<file path="src/rtl/cfg_bank_ctrl.sv">
// Config-channel decoder: register bank plus NMEM memory ports, with read bursts and error replies.
// Define CFG_SHADOW_EN to double-buffer regs 1..NREG-1 (shadow copied to active on tick).
module cfg_bank_ctrl #(
    parameter int CDW  = 21,
    parameter int CAW  = 15,
    parameter int ATW  = 3,
    parameter int NREG = 16,
    parameter int RAW  = 4,
    parameter int NMEM = 4,
    parameter int MAW  = 12,
    parameter int BLW  = 8
) (
    input  logic                 clk,
    input  logic                 rst,
    input  logic                 cfg_req_valid,
    output logic                 cfg_req_ready,
    input  logic                 cfg_req_wr,
    input  logic [CAW-1:0]       cfg_req_addr,
    input  logic [CDW-1:0]       cfg_req_wdata,
    input  logic [BLW-1:0]       cfg_req_blen,
    output logic                 cfg_rsp_valid,
    output logic [CDW-1:0]       cfg_rsp_data,
    output logic                 cfg_rsp_err,
    output logic [NMEM-1:0]      mem_we,
    output logic [NMEM-1:0]      mem_re,
    output logic [MAW-1:0]       mem_addr,
    output logic [CDW-1:0]       mem_wdata,
    input  logic [NMEM*CDW-1:0]  mem_rdata,
    output logic [NREG*CDW-1:0]  reg_flat,
    input  logic                 clear_done,
    input  logic                 tick
);

    // Error reply: as many whole 3'b111 groups as fit, upper leftover bits zero.
    function automatic logic [CDW-1:0] errPattern();
        logic [CDW-1:0] p;
        p = '0;
        for (int i = 0; i < CDW; i++) begin
            if (i < 3 * (CDW / 3)) p[i] = 1'b1;
        end
        return p;
    endfunction

    localparam logic [CDW-1:0] ERR_PAT   = errPattern();
    localparam int             CLEAR_BIT = 1;

    typedef enum logic {IDLE, BURST} state_t;

    state_t             r_state;
    logic               r_ready;
    logic [ATW-1:0]     r_region;
    logic [MAW-1:0]     r_beatAddr;
    logic [BLW-1:0]     r_beatsLeft;
    logic               r_rspValid;
    logic               r_rspErr;
    logic               r_rspFromMem;
    logic [ATW-1:0]     r_rspPort;
    logic [CDW-1:0]     r_rspData;
    logic [CDW-1:0]     r_active [NREG];
`ifdef CFG_SHADOW_EN
    logic [CDW-1:0]     r_shadow [NREG];
`endif

    logic               w_accept;
    logic               w_issue;
    logic               w_isWr;
    logic [ATW-1:0]     w_region;
    logic [MAW-1:0]     w_addr;
    logic [RAW-1:0]     w_regIdx;
    logic               w_isRegRgn;
    logic               w_isMemRgn;
    logic               w_regOk;
    logic               w_err;
    logic [ATW-1:0]     w_port;
    logic               w_regWr;
    logic [CDW-1:0]     w_regRdata;
    logic [CDW-1:0]     w_rspData;
    logic               w_unused;

    assign w_unused      = ^{cfg_req_addr, tick};
    assign cfg_req_ready = r_ready;
    assign w_accept      = cfg_req_valid && r_ready;

    // The beat in flight comes from the request port in IDLE and from the burst counters in BURST.
    always_comb begin
        w_issue  = 1'b0;
        w_isWr   = 1'b0;
        w_region = r_region;
        w_addr   = r_beatAddr;
        if (r_state == IDLE) begin
            w_issue  = w_accept;
            w_isWr   = cfg_req_wr;
            w_region = cfg_req_addr[CAW-1 -: ATW];
            w_addr   = cfg_req_addr[MAW-1:0];
        end else begin
            w_issue = 1'b1;
        end
        if (rst) w_issue = 1'b0;
    end

    assign w_regIdx   = w_addr[RAW-1:0];
    assign w_isRegRgn = (w_region == '0);
    assign w_isMemRgn = (w_region != '0) && (32'(w_region) <= NMEM);
    assign w_regOk    = (32'(w_regIdx) < NREG);
    assign w_err      = !(w_isMemRgn || (w_isRegRgn && w_regOk));
    assign w_port     = w_region - 1'b1;
    assign w_regWr    = w_issue && w_isWr && w_isRegRgn && w_regOk;

    assign mem_addr  = w_addr;
    assign mem_wdata = cfg_req_wdata;

    always_comb begin
        mem_we = '0;
        mem_re = '0;
        for (int p = 0; p < NMEM; p++) begin
            if (w_issue && w_isMemRgn && (32'(w_port) == p)) begin
                if (w_isWr) mem_we[p] = 1'b1;
                else        mem_re[p] = 1'b1;
            end
        end
    end

    // Register reads see the shadow copy when double-buffering, except the status register.
    always_comb begin
        w_regRdata = '0;
        for (int k = 0; k < NREG; k++) begin
            if (w_regOk && (32'(w_regIdx) == k)) begin
`ifdef CFG_SHADOW_EN
                if (k == 0) w_regRdata = r_active[0];
                else        w_regRdata = r_shadow[k];
`else
                w_regRdata = r_active[k];
`endif
            end
        end
    end

    always_ff @(posedge clk) begin
        if (rst) begin
            r_state      <= IDLE;
            r_ready      <= 1'b1;
            r_region     <= '0;
            r_beatAddr   <= '0;
            r_beatsLeft  <= '0;
            r_rspValid   <= 1'b0;
            r_rspErr     <= 1'b0;
            r_rspFromMem <= 1'b0;
            r_rspPort    <= '0;
            r_rspData    <= '0;
        end else begin
            r_rspValid   <= w_issue && !w_isWr;
            r_rspErr     <= w_issue && !w_isWr && w_err;
            r_rspFromMem <= w_isMemRgn;
            r_rspPort    <= w_port;
            r_rspData    <= w_err ? ERR_PAT : w_regRdata;
            case (r_state)
                IDLE: begin
                    if (w_accept && !cfg_req_wr && (cfg_req_blen != '0)) begin
                        r_state     <= BURST;
                        r_ready     <= 1'b0;
                        r_region    <= w_region;
                        r_beatAddr  <= w_addr + 1'b1;
                        r_beatsLeft <= cfg_req_blen;
                    end
                end
                BURST: begin
                    r_beatAddr  <= r_beatAddr + 1'b1;
                    r_beatsLeft <= r_beatsLeft - 1'b1;
                    if (r_beatsLeft == 1) begin
                        r_state <= IDLE;
                        r_ready <= 1'b1;
                    end
                end
                default: begin
                    r_state <= IDLE;
                    r_ready <= 1'b1;
                end
            endcase
        end
    end

    // Memory read data arrives one cycle after mem_re, aligned with the registered beat info.
    always_comb begin
        w_rspData = '0;
        if (r_rspValid) begin
            w_rspData = r_rspData;
            if (r_rspFromMem) begin
                for (int p = 0; p < NMEM; p++) begin
                    if (32'(r_rspPort) == p) w_rspData = mem_rdata[p*CDW +: CDW];
                end
            end
        end
    end

    assign cfg_rsp_valid = r_rspValid;
    assign cfg_rsp_err   = r_rspErr;
    assign cfg_rsp_data  = w_rspData;

    // The status write is placed after the clear_done clear so a same-cycle write wins.
    always_ff @(posedge clk) begin
        if (rst) begin
            for (int k = 0; k < NREG; k++) begin
                r_active[k] <= '0;
`ifdef CFG_SHADOW_EN
                r_shadow[k] <= '0;
`endif
            end
        end else begin
            if (clear_done) r_active[0][CLEAR_BIT] <= 1'b0;
`ifdef CFG_SHADOW_EN
            if (tick) begin
                for (int k = 1; k < NREG; k++) r_active[k] <= r_shadow[k];
            end
`endif
            for (int k = 0; k < NREG; k++) begin
                if (w_regWr && (32'(w_regIdx) == k)) begin
`ifdef CFG_SHADOW_EN
                    if (k == 0) r_active[0] <= cfg_req_wdata;
                    else        r_shadow[k] <= cfg_req_wdata;
`else
                    r_active[k] <= cfg_req_wdata;
`endif
                end
            end
        end
    end

    for (genvar g = 0; g < NREG; g++) begin : gRegFlat
        assign reg_flat[g*CDW +: CDW] = r_active[g];
    end

endmodule

</file>
<file path="config.mk">
export PLATFORM = sky130hd
export DESIGN_NAME = cfg_bank_ctrl
export DESIGN_NICKNAME = d
export VERILOG_FILES = /design/src/rtl/cfg_bank_ctrl.sv
export SDC_FILE = /design/constraint.sdc
export NUM_CORES = 1
export LEC_CHECK = 0
export BUFFER_PORTS_ARGS = -buffer_cell sky130_fd_sc_hd__buf_2
export CAP_MARGIN = 5
export CORE_AREA = 2 2 258 260
export DETAILED_ROUTE_END_ITERATION = 7
export DIE_AREA = 0 0 260 262
export PLACE_DENSITY = 0.51
export SETUP_SLACK_MARGIN = 0.4
export SLEW_MARGIN = 20
export SYNTH_ARGS = -nofsm -noshare
export SYNTH_HDL_FRONTEND = slang
export SYNTH_SLANG_ARGS = --single-unit
</file>
<file path="constraint.sdc">
create_clock -name clk -period 5.6 [get_ports clk]
set_clock_uncertainty 0.05 [all_clocks]
set_input_delay 1.12 -clock clk [delete_from_list [all_inputs] [get_ports clk]]
set_output_delay 1.12 -clock clk [all_outputs]
set_load 0.01 [all_outputs]
</file>
==> impl_metrics.ini <==
[place]
dp_cells = 2893
hpwl_mm = 60.5
gp_congestion = 0.930
dpl_cell_area_um2 = 21600
io_buffers = 533

[synthesis]
synth_ff_type = edfxtp_1
syn_avg_cell_area_um2 = 11.4
syn_area_um2 = 18100
synth-seq-cells = 388
ys_types = 82
ys.warnings.count = 0
synthesis.nets = 1735
ys_async_sr_fraction_pct = 0
seq_area_frac_synth_pct = 61.5
synth_edf_count = 336
synthCells = 1588

[clocking]
clk_path_buf_depth = 3
cts_resized = 0
cts.clk_slew.worst_paths_ns = 0.06
cts-root-buf = clkbuf_16
post_cts_buffers = 0
cts_buffers = 46
clock-sinks = 388
postCtsHoldBufs = 0
clkLatencyLatePin_ns = 0.59
cts_tree = yes
htree_levels = 2

[timing]
setup_viol = 0
grt_setup_unrepaired = no
period_needed_ns = 4.15
max_freq_mhz = 241
drv_slew = 0
totalNegativeSetupSlack_ns = 0
final.period_utilization_pct = 74.0
finalHoldViolCount = 0
worst_pin_slew_ns = 1.05
relSlewSlack_pct = 30.2

[final_layout]
area_growth_pct = 27.3
n_antenna_cell = 0
fin_util_pct = 35.3
drive_above_1_share_pct = 34.9
final_common_cell = buf_2
stdcell_area_um2 = 23000
fin_nets = 2224
final_cells = 2977
final_cell_mix = buf_2, edfxtp_1, nor2_1, nand2_1, a21oi_1
fillers = 6660

[detailed_routing]
dr.first_iter.drc_count = 1532
drc = 0
first_pass_iters = 5
num_vias = 15500
drt_wl_total_mm = 79.3
viasPerCell = 5.20
route.antenna.remaining_nets = 0
wire_per_inst_um = 26.6

[setup_path]
crit_path_end_kind = output pin
required_ns = 4.43
cp_max_fo = 20
crit_arrival_ns = 2.98
path_class = register to output pin
cp-start-kind = register

[floorplanning]
fp.dieW_um = 260
die_h_um = 262
core_area_um2 = 65300
row_count = 94
start_util_pct = 27.7
die-area_um2 = 68100
io_pins = 535

[flow_run]
drv_cap = 0

[pwr]
leakagePower_uw = 0.00914
peakVddDrop_mv = 0.174
powerDensity_nw_per_um2 = 328

[global_routing]
first_global_vias = 15100
grt_overflow = 0
grt_max_degree = 53
grt_pass1_wl_mm = 110
antenna_found_initial = 1
grt_usage_pct = 22.3

[status]
status = complete, no violations

[min_path]
worstHoldPathType = register to register
area by class of cell:
cell class | instances | area (µm²) | area share [%]
Clock buffer | 55 | 1190 | 5.19
Multi-Input combinational cell | 1006 | 6100 | 26.5
Clock inverter | 29 | 236 | 1.03
Tap cell | 864 | 1080 | 4.69
Timing Repair Buffer | 596 | 3140 | 13.6
Sequential cell | 388 | 11100 | 48.3
Inverter | 39 | 146 | 0.636
where the power goes:
part | leakage [µW] | internal, µW | switching [µW]
combinational | 0.00463 | 409 | 777
sequential | 0.00382 | 3330 | 140
clock | 0.000697 | 1630 | 1270
total | 0.00914 | 5360 | 2190
per-stage QoR:
step           worst slack, ns  hold WS [ns]  total power (µW)
4_1_cts                   1.40         0.416              7620
3_3_place_gp              1.03         0.389              4700
3_5_place_dp             0.999         0.408              4710
5_1_grt                   1.27         0.431              7820
2_1_floorplan             1.76         0.378              4120
6_report                  1.45         0.416              7550
final timing paths:
kind,startpoint,to,slack [ns],cells after the start
hold / removal,r_beatAddr[0],r_beatAddr[0],0.42,2
setup / recovery,r_state,mem_we[0],1.45,7
setup reg to reg,r_state,r_rspData[15],1.50,9
hold reg to reg,r_beatAddr[0],r_beatAddr[0],0.42,2
cell usage after synthesis, drive strengths merged, types with 23 or more instances:
library cell / n / area share [%]
edfxtp: 336 / 56
nor2: 268 / 5.6
nand2: 176 / 3.7
clkbuf: 97 / 2.0
a21oi: 72 / 2.1
o22ai: 59 / 2.1
buf: 58 / 2.0
o21ai: 53 / 1.5
dfxtp: 52 / 5.8
inv: 37 / 0.77
o211ai: 30 / 1.2
nor3: 26 / 0.75
and2: 24 / 0.83
nand3: 23 / 0.64
flip-flops by register name (all words and copies together) (netlist names):
| signal | flops |
|---|---|
| r_active | 336 |
| cfg_rsp_valid | 1 |
| r_beatAddr | 12 |
| cfg_req_ready | 1 |
| r_rspFromMem | 1 |
| r_beatsLeft | 8 |
| cfg_rsp_err | 1 |
| r_rspData | 21 |
| r_rspPort | 3 |
| r_state | 1 |
| r_region | 3 |
metal layers:
layer	vias up	global-route usage, %	routed length [µm]	share of wire (%)
li1	6846	-	-	-
met1	7823	27.9	31400	40
met2	694	38.1	39200	49
met3	120	4.69	6090	7.7
met4	0	7.71	2600	3.3
met5	-	0	0	0
worst max-delay path, stage by stage (launching register included):
cell and delay [ns]:
dfxtp_2 0.62, mux2i_1 0.48, ha_1 0.30, ha_1 0.26
nor2b_1 0.15, and4_1 0.27, and2_1 0.17, buf_2 0.13
logic make-up after synthesis:
family | after synthesis | share of synthesized area [%]
AND/OR/NAND/NOR | 559 | 13.2
flip-flops | 388 | 61.5
AO/OA/AOI/OAI | 385 | 15.4
buffers and inverters | 194 | 4.87
multiplexers | 36 | 3.49
XOR/XNOR | 13 | 0.629
adder cells (fa/ha/maj) | 13 | 0.899
Note: power is estimated with default switching activity, not from simulation.
